--- src/rtl/rpn_exec.sv ---
// rpn_exec: RPN token executor; pushes numbers, pops/combines operands, reports '=' results.
// Define RPN_MUL_EN to accept '*' (0x2A) as a binary operator.
module rpn_exec #(
    parameter int DW = 8
) (
    input  logic          clk,
    input  logic          rst_n,
    input  logic          tok_stb_i,
    input  logic          tok_op_i,
    input  logic [DW-1:0] tok_dat_i,
    output logic          tok_ack_o,
    output logic          push_stb_o,
    output logic [DW-1:0] push_dat_o,
    input  logic          push_ack_i,
    input  logic          pop_stb_i,
    input  logic [DW-1:0] pop_dat_i,
    output logic          pop_ack_o,
    output logic          res_stb_o,
    output logic [DW-1:0] res_dat_o,
    output logic [1:0]    err_code_o,
    input  logic          clr_stb_i
);
    localparam logic [3:0] S_IDLE  = 4'd0;
    localparam logic [3:0] S_PUSH  = 4'd1;
    localparam logic [3:0] S_PWAIT = 4'd2;
    localparam logic [3:0] S_POPB  = 4'd3;
    localparam logic [3:0] S_GAPB  = 4'd4;
    localparam logic [3:0] S_POPA  = 4'd5;
    localparam logic [3:0] S_GAPA  = 4'd6;
    localparam logic [3:0] S_EXEC  = 4'd7;
    localparam logic [3:0] S_POPR  = 4'd8;
    localparam logic [3:0] S_GAPR  = 4'd9;
    localparam logic [3:0] S_ACK   = 4'd10;
    localparam logic [3:0] S_ERR   = 4'd11;
    localparam logic [DW-1:0] OP_ADD = DW'(8'h2B);
    localparam logic [DW-1:0] OP_SUB = DW'(8'h2D);
    localparam logic [DW-1:0] OP_EQ  = DW'(8'h3D);

    logic [3:0]    state_q, state_d;
    logic [DW-1:0] op_q, op_d, a_q, a_d, b_q, b_d;
    logic [DW-1:0] push_dat_q, push_dat_d, res_dat_q, res_dat_d, alu_r;
    logic [1:0]    err_q, err_d;
    logic          ent_q, ent_d, bin_op;

`ifdef RPN_MUL_EN
    localparam logic [DW-1:0] OP_MUL = DW'(8'h2A);
    assign bin_op = (tok_dat_i == OP_ADD) || (tok_dat_i == OP_SUB) || (tok_dat_i == OP_MUL);
    assign alu_r  = (op_q == OP_MUL) ? a_q * b_q : (op_q == OP_SUB) ? a_q - b_q : a_q + b_q;
`else
    assign bin_op = (tok_dat_i == OP_ADD) || (tok_dat_i == OP_SUB);
    assign alu_r  = (op_q == OP_SUB) ? a_q - b_q : a_q + b_q;
`endif

    always_comb begin
        state_d    = state_q;
        op_d       = op_q;
        a_d        = a_q;
        b_d        = b_q;
        push_dat_d = push_dat_q;
        res_dat_d  = res_dat_q;
        err_d      = err_q;
        case (state_q)
            S_IDLE: if (tok_stb_i) begin
                op_d = tok_dat_i;
                if (!tok_op_i) begin
                    push_dat_d = tok_dat_i;
                    state_d    = S_PUSH;
                end else if (bin_op) begin
                    state_d = S_POPB;
                end else if (tok_dat_i == OP_EQ) begin
                    state_d = S_POPR;
                end else begin
                    state_d = S_ERR;
                    err_d   = 2'd3;
                end
            end
            S_PUSH:  state_d = S_PWAIT;
            S_PWAIT: begin
                state_d = push_ack_i ? S_ACK : S_ERR;
                err_d   = push_ack_i ? err_q : 2'd2;
            end
            S_POPB: begin
                b_d     = pop_stb_i ? pop_dat_i : b_q;
                state_d = pop_stb_i ? S_GAPB : S_ERR;
                err_d   = pop_stb_i ? err_q : 2'd1;
            end
            S_GAPB:  state_d = S_POPA;
            // An underflow here discards the already-popped B operand.
            S_POPA: begin
                a_d     = pop_stb_i ? pop_dat_i : a_q;
                state_d = pop_stb_i ? S_GAPA : S_ERR;
                err_d   = pop_stb_i ? err_q : 2'd1;
            end
            S_GAPA:  state_d = S_EXEC;
            S_EXEC: begin
                push_dat_d = alu_r;
                state_d    = S_PUSH;
            end
            S_POPR: begin
                res_dat_d = pop_stb_i ? pop_dat_i : res_dat_q;
                state_d   = pop_stb_i ? S_GAPR : S_ERR;
                err_d     = pop_stb_i ? err_q : 2'd1;
            end
            S_GAPR:  state_d = S_ACK;
            S_ACK:   state_d = S_IDLE;
            S_ERR: if (clr_stb_i) begin
                err_d   = 2'd0;
                state_d = S_IDLE;
            end
            default: state_d = S_IDLE;
        endcase
    end

    assign ent_d = (state_d == S_ERR) && (state_q != S_ERR);

    always_ff @(posedge clk or negedge rst_n) begin
        if (!rst_n) begin
            state_q    <= S_IDLE;
            op_q       <= '0;
            a_q        <= '0;
            b_q        <= '0;
            push_dat_q <= '0;
            res_dat_q  <= '0;
            err_q      <= 2'd0;
            ent_q      <= 1'b0;
        end else begin
            state_q    <= state_d;
            op_q       <= op_d;
            a_q        <= a_d;
            b_q        <= b_d;
            push_dat_q <= push_dat_d;
            res_dat_q  <= res_dat_d;
            err_q      <= err_d;
            ent_q      <= ent_d;
        end
    end

    assign tok_ack_o  = (state_q == S_ACK) || ent_q;
    assign push_stb_o = state_q == S_PUSH;
    assign push_dat_o = push_dat_q;
    assign pop_ack_o  = pop_stb_i && ((state_q == S_POPB) || (state_q == S_POPA) || (state_q == S_POPR));
    assign res_stb_o  = pop_stb_i && (state_q == S_POPR);
    assign res_dat_o  = res_dat_q;
    assign err_code_o = err_q;
endmodule

--- config.mk ---
export PLATFORM = sky130hd
export DESIGN_NAME = rpn_exec
export DESIGN_NICKNAME = d
export VERILOG_FILES = /design/src/rtl/rpn_exec.sv
export SDC_FILE = /design/constraint.sdc
export NUM_CORES = 1
export LEC_CHECK = 0
export CAP_MARGIN = 0
export CELL_PAD_IN_SITES_DETAIL_PLACEMENT = 1
export CELL_PAD_IN_SITES_GLOBAL_PLACEMENT = 1
export CORE_MARGIN = 1
export CORE_UTILIZATION = 42
export CTS_CLUSTER_DIAMETER = 120
export DETAILED_ROUTE_END_ITERATION = 7
export GPL_ROUTABILITY_DRIVEN = 1
export PLACE_DENSITY_LB_ADDON = 0.1
export SLEW_MARGIN = 25
export SYNTH_ARGS = -nofsm -noshare
export SYNTH_HDL_FRONTEND = slang
export SYNTH_SLANG_ARGS = --single-unit
--- constraint.sdc ---
create_clock -name clk -period 2.8 [get_ports clk]
set_input_delay 0.56 -clock clk [delete_from_list [all_inputs] [get_ports clk]]
set_output_delay 0.56 -clock clk [all_outputs]
set_load 0.05 [all_outputs]
==> results.md, run 1 <==
- Status: complete, no violations
- Io pins: 45
- Number of global-route vias before repair: 2206
- Worst-case clock buffer depth: 2
- Critical Path Start Type: register
- Critical-path cell list: nor4b_2, nand4_1, nor2b_1, xnor2_1, ha_1, a21o_1, a21oi_1, nand2b_1, mux2i_1, a31o_1, a2bb2oi_1
- Met3 Usage GRT: 0.0278
- CTS tree: built
- Gp weighted congestion: 0.791
- CP startpoint: op_q[7]
- Logic pwr share: 0.587
- Busiest grt layer: met2
- Largest fanout on the critical path: 4
- Antenna violations before repair: 0
- Synth area leader: dfrtp_1
- #FFs+latches synth: 47
- CP Class: reg2reg
- Psw: 1960 uW
- Die area: 6910 sq um
- Min Tclk post-route: 2.58 ns
- Wire per inst: 17.3 um
- Number of max-cap violations: 0
- Static Leak: 0.00150 uW
- Yosys top cell area share: 0.426
- Post-route ant nets: 0
- Endpoints failing setup: 0
- Setup_tns: 0 ns
- FF-to-FF Start: op_q[7]
- Seq pwr share: 0.293
- Die H: 83.1 um
- Htree depth: 2
- Hold Buf Count CTS: 0
- Largest net degree at the start of global routing: 21
- Asr flop ratio synth: 1.00
- Clk pwr share: 0.120
- GRT overflow: 0
- Unrepaired setup endpoints after global routing: no
- WP data arrival: 2.78 ns
- Synth Warn #: 0
- Via density: 5.56
- Global-route wire length before repair: 11.2 mm
- Delay of the slowest critical-path stage: 0.40 ns
- Std cell rows: 29
- Vias: 2103
- Clock latency on the worst-skew pair: 0.31 ns
- GR met1 Demand/Resource: 0.296
- CP max-delay cell: dfrtp_1
- Critical Path Sink Type: register
- Net Count, Synth: 283
- Pwr Total: 4350 uW
- Post-route DRC: 0
- Diode count: 0
- Post-synth EDFFs: 0
- Initial DRT Pass Iterations: 4
- Fill count: 698
- Clk sinks: 47
- Syn Inst Count: 251
- GRT Util Overall: 0.202
- Cell Pwr Density: 1270 nW/um^2
- Routed Wire Length: 6.53 mm
- Starting Density: 0.435
- Int Power: 2380 uW
- Commonest cells post-synth: 47 x dfrtp_1, 24 x mux2_2, 15 x nand2_1
- Most common cell in the netlist: dfrtp_1
- Top FF cell, synth: dfrtp_1
- Max Freq: 388 MHz
- Port Buf Inserts: 44
- Synth top area cells: dfrtp_1 43%, mux2_2 9.8%, mux2_1 3.7%, ha_1 3.6%, xnor2_1 3.2%
- Initial DRC Count: 54
- Worst VDD drop: 0.598 mV
- Sequential fraction of the synthesis area: 0.426
- Max-slew violation count: 0
- Slew HR: 0.534
- Crit path required time: 3.00 ns
- Netlist Area Pre-Place: 2760 sq um
- Syn_area_per_cell: 11.0 sq um
- Root Driver: clkbuf_8
- Placeable Area: 6350 sq um
- Worst-margin pin slew: 0.699 ns
- Hpwl dp: 4.94 mm
- Clk slew on worst S/H paths: 0.10 ns
- Post-Route Skew: 0.0144 ns
- Tcrit/Tclk final: 0.921
- Switching share of power: 0.452
- HP Class: in2async
- Die X-Extent: 83.1 um
- Netlist cell types: 55
- Nets: 332
- Final Hold Viols: 0
- P&R area growth vs syn: 23.9%
- Share of layout cells above drive strength 1: 0.209
- CTS Buf Count: 5
- GR Layer Usage met2: 0.314
-- per-stage QoR --
stage                util  instances  area, sq um  setup slack (ns)  hold slack (ns)
detailed placement  0.520        370         3300             0.144            0.467
global route        0.539        378         3420            0.0175            0.146
finish              0.539        378         3420             0.221            0.135
global placement    0.520        370         3300             0.316            0.462
floorplan               -        251         2760             0.315            0.264
CTS                 0.538        378         3420            0.0514            0.147
-- layer usage --
| metal | up-vias | routed length (um) |
|---|---|---|
| li1 | 1010 | - |
| met1 | 1036 | 3350 |
| met2 | 52 | 2890 |
| met3 | 5 | 222 |
| met4 | 0 | 58 |
| met5 | - | 0 |
-- power groups by stage --
stage / Sequential, uW / Clock, uW / Combinational (uW)
final: 1270 / 523 / 2550
after global routing: 1330 / 570 / 2760
after CTS: 1270 / 547 / 2570
after detailed placement: 1290 / 0 / 2550
after global placement: 1280 / 0 / 2500
after floorplan: 1590 / 0 / 1550
-- cells in the final DEF (no fill, tap or decap), types with 6 or more instances in the layout --
cell type / count
dfrtp_1: 47
clkdlybuf4s50_1: 39
mux2_2: 24
nand2_1: 15
a21oi_1: 14
nor2_1: 13
buf_4: 11
xnor2_1: 10
o21ai_0: 9
mux2_1: 9
nor2b_1: 8
ha_1: 8
inv_1: 6
nand2b_1: 6
xor2_1: 6
-- area by class of cell --
cell class,count,area (sq um),share of cell area
clock buffer,5,68.8,0.0201
multi-input combinational,187,1490,0.436
sequential,47,1180,0.344
timing repair buffer,53,518,0.151
tap,77,96.3,0.0282
inverter,6,22.5,0.00658
clock inverter,3,47.5,0.0139
-- path summary, 6_finish.rpt --
kind,cells past startpoint,slack (ns),endpoint
min reg2reg,2,0.49,push_dat_o[3]
min,1,0.13,err_code_o[0]
min in group clk,2,0.49,push_dat_o[3]
max,11,0.22,push_dat_o[6]
max reg2reg,11,0.22,push_dat_o[6]
max in group asynchronous,2,2.09,a_q[2]
-- cell families after synthesis --
logic type / count (synthesis) / synth area share
xor+xnor: 16 / 0.0507
buf+inv: 17 / 0.0362
compound gates: 56 / 0.136
simple gates: 67 / 0.150
flops: 47 / 0.426
fa+ha+maj: 9 / 0.0435
mux: 39 / 0.158
-- repair_timing --
action,4_1_cts,5_1_grt
gates resized for setup,0,2
setup endpoints to repair,0,3
buffers inserted,0,0
-- critical path: cells and delay by family (launching register included) --
family          cells  cell delay, ns
flops               1            0.40
simple gates        4            0.81
xor+xnor            1            0.12
mux                 1            0.18
compound gates      4            0.62
fa+ha+maj           1            0.34
-- flip-flops by register name, indices dropped and copies added, names as in the netlist --
signal / cells
a_q: 8
b_q: 8
ent_q: 1
op_q: 8
state_q: 4
err_code_o: 2
res_dat_o: 8
push_dat_o: 8
(Power assumes the default switching activity.)
==> inputs of run 2 (changes only) <==
Settings changed: CORE_UTILIZATION 42 to 35.
==> run 2 against run 1 <==
- power down 2.1%
- register-to-register slack worse by 0.02 ns
- sequential share of layout area down 0.22 points
- setup slack worse by 0.021 ns
- die area up 19%
- routed wire length down 0.92%
- combinational power about the same
- sequential cell count unchanged
- largest cell class unchanged
==> results.md, run 2 (same netlist as run 1, synthesis figures left out) <==
- Share of layout cells above drive strength 1: 0.215 (+0.00522)
- Worst VDD drop: 0.522 mV (-13%)
- Hold Buf Count CTS: 0 (unchanged)
- Wire per inst: 16.0 um (-7.5%)
- Clk slew on worst S/H paths: 0.10 ns (about the same)
- CP startpoint: op_q[7]
- Largest fanout on the critical path: 4 (unchanged)
- Port Buf Inserts: 44 (unchanged)
- Status: complete, no violations
- Max Freq: 385 MHz (-0.80%)
- Clock latency on the worst-skew pair: 0.31 ns (about the same)
- Via density: 5.07 (-8.9%)
- Worst-case clock buffer depth: 2 (unchanged)
- Diode count: 0 (unchanged)
- Worst-margin pin slew: 0.748 ns (+0.0492 ns)
- Initial DRT Pass Iterations: 4 (unchanged)
- Busiest grt layer: met2
- Root Driver: clkbuf_8
- Cell Pwr Density: 1240 nW/um^2 (-2.7%)
- Die X-Extent: 90.8 um (+9.3%)
- Gp weighted congestion: 0.834 (+5.5%)
- Most common library cell in the layout ignoring fill and taps: dfrtp_1
- Clk sinks: 47 (unchanged)
- R2R Setup Slk: 0.20 ns (-0.02 ns)
- Reg-to-reg critical path endpoint: push_dat_o[6]
- Critical Path Start Type: register
- Placeable Area: 7690 sq um (+21%)
- Io pins: 45 (unchanged)
- Post-route ant nets: 0 (unchanged)
- Unrepaired setup endpoints after global routing: yes
- CP Class: reg2reg
- Endpoints failing setup: 0 (unchanged)
- Hpwl dp: 4.93 mm (-0.19%)
- Die area: 8250 sq um (+19%)
- WP data arrival: 2.79 ns (about the same)
- Post-Route Skew: 0.0133 ns (-0.00115 ns)
- Nets: 334 (+0.60%)
- GR Layer Usage met2: 0.254 (-0.0607)
- CTS tree: built
- Min Tclk post-route: 2.60 ns (+0.0209 ns)
- Routed Wire Length: 6.47 mm (-0.92%)
- Critical Path Sink: push_dat_o[6]
- Hold Slack: 0.123 ns (-0.0117 ns)
- Slew HR: 0.501 (-0.0328)
- Antenna violations before repair: 0 (unchanged)
- Initial DRC Count: 50 (-7.4%)
- Std cell rows: 32 (+10%)
- GR met1 Demand/Resource: 0.239 (-0.0564)
- FF-to-FF Start: op_q[7]
- GRT Util Overall: 0.166 (-0.0359)
- Largest net degree at the start of global routing: 24 (+14%)
- Max-slew violation count: 0 (unchanged)
- Number of max-cap violations: 0 (unchanged)
- Starting Density: 0.359 (-0.0757)
- Most frequent cells in the layout: 47 x dfrtp_1, 39 x clkdlybuf4s50_1, 24 x mux2_2, 15 x nand2_1
- Post-route DRC: 0 (unchanged)
- Met3 Usage GRT: 0.0269 (-0.000897)
- CTS Buf Count: 5 (unchanged)
- Critical Path Sink Type: register
- GRT overflow: 0 (unchanged)
- Die H: 90.8 um (+9.3%)
- P&R area growth vs syn: 24.7%
- Crit path required time: 2.99 ns (about the same)
- Static Leak: 0.00150 uW (about the same)
- Reg2reg path depth: 11 (unchanged)
- Number of global-route vias before repair: 2134 (-3.3%)
- Htree depth: 2 (unchanged)
- Tcrit/Tclk final: 0.928 (+0.00747)
- Global-route wire length before repair: 10.9 mm (-2.7%)
- Setup_tns: 0 ns (unchanged)
- Vias: 2053 (-2.4%)
- HP Class: in2async
- Final Hold Viols: 0 (unchanged)
-- run 2: cell types whose count changed in the layout (fill, tap and decap cells not counted), sizes merged --
cell | previous run | this run
buf | 14 | 16
inv | 7 | 8
bufinv | 1 | 0
-- run 2: timing repair --
| action | in CTS | in global routing |
|---|---|---|
| setup endpoints to repair | 0 | 2 |
| resized for setup | 0 | 2 |
| setup buffers | 0 | 0 |
-- run 2: cell type report --
type	count	area (sq um)
multi-input cells	187	1490
clock buffers	5	68.8
repair buffers	55	533
fillers	860	4240
well taps	102	128
inverters	6	22.5
clock inverters	3	26.3
flip-flops and latches	47	1180
-- run 2: metrics by stage --
stage	setup WS (ns)	utilization	instance area, sq um	instances	total power [uW]
CTS	0.116	0.448	3440	405	4300
detailed placement	0.141	0.435	3350	397	3830
global route	-0.000175	0.448	3440	405	4570
global placement	0.197	0.435	3350	397	3790
floorplan	0.315	-	2760	251	3140
finish	0.200	0.448	3440	405	4260
-- run 2: report_power, final --
| group | internal, uW | total [uW] | leakage, uW | switching [uW] |
|---|---|---|---|---|
| clock network | 184 | 445 | 0.0000491 | 261 |
| logic | 1140 | 2540 | 0.000868 | 1400 |
| registers | 976 | 1270 | 0.000579 | 292 |
| total | 2300 | 4260 | 0.00150 | 1960 |
-- run 2: worst min path at each step --
stage | to | slack [ns]
after global routing | state_q[1] | 0.14
after detailed placement | push_dat_o[1] | 0.47
after CTS | state_q[1] | 0.14
final | state_q[1] | 0.12
after floorplan | a_q[0] | 0.26
after global placement | push_dat_o[2] | 0.46
-- run 2: metal layers --
layer	wire (um)	share of wire	vias up
li1	-	-	1014
met1	3310	0.51	988
met2	2830	0.44	41
met3	229	0.035	10
met4	89	0.014	0
met5	0	0	-
-- run 2: critical path: stages, from the launching register on --
cell,delay [ns]
dfrtp_1,0.38
nor4b_1,0.30
nand4_1,0.21
nor2_1,0.14
a21oi_1,0.09
fa_1,0.46
a21o_1,0.19
a21oi_2,0.16
nand2b_1,0.14
mux2i_1,0.19
a31o_1,0.17
a2bb2oi_1,0.07
==> inputs of run 3 (changes only) <==
Settings changed: SKIP_CTS_REPAIR_TIMING set to 1, SLEW_MARGIN 25 to 15.
==> results of run 3 <==
The final DEF is identical to that of run 2; final timing and power are the same.
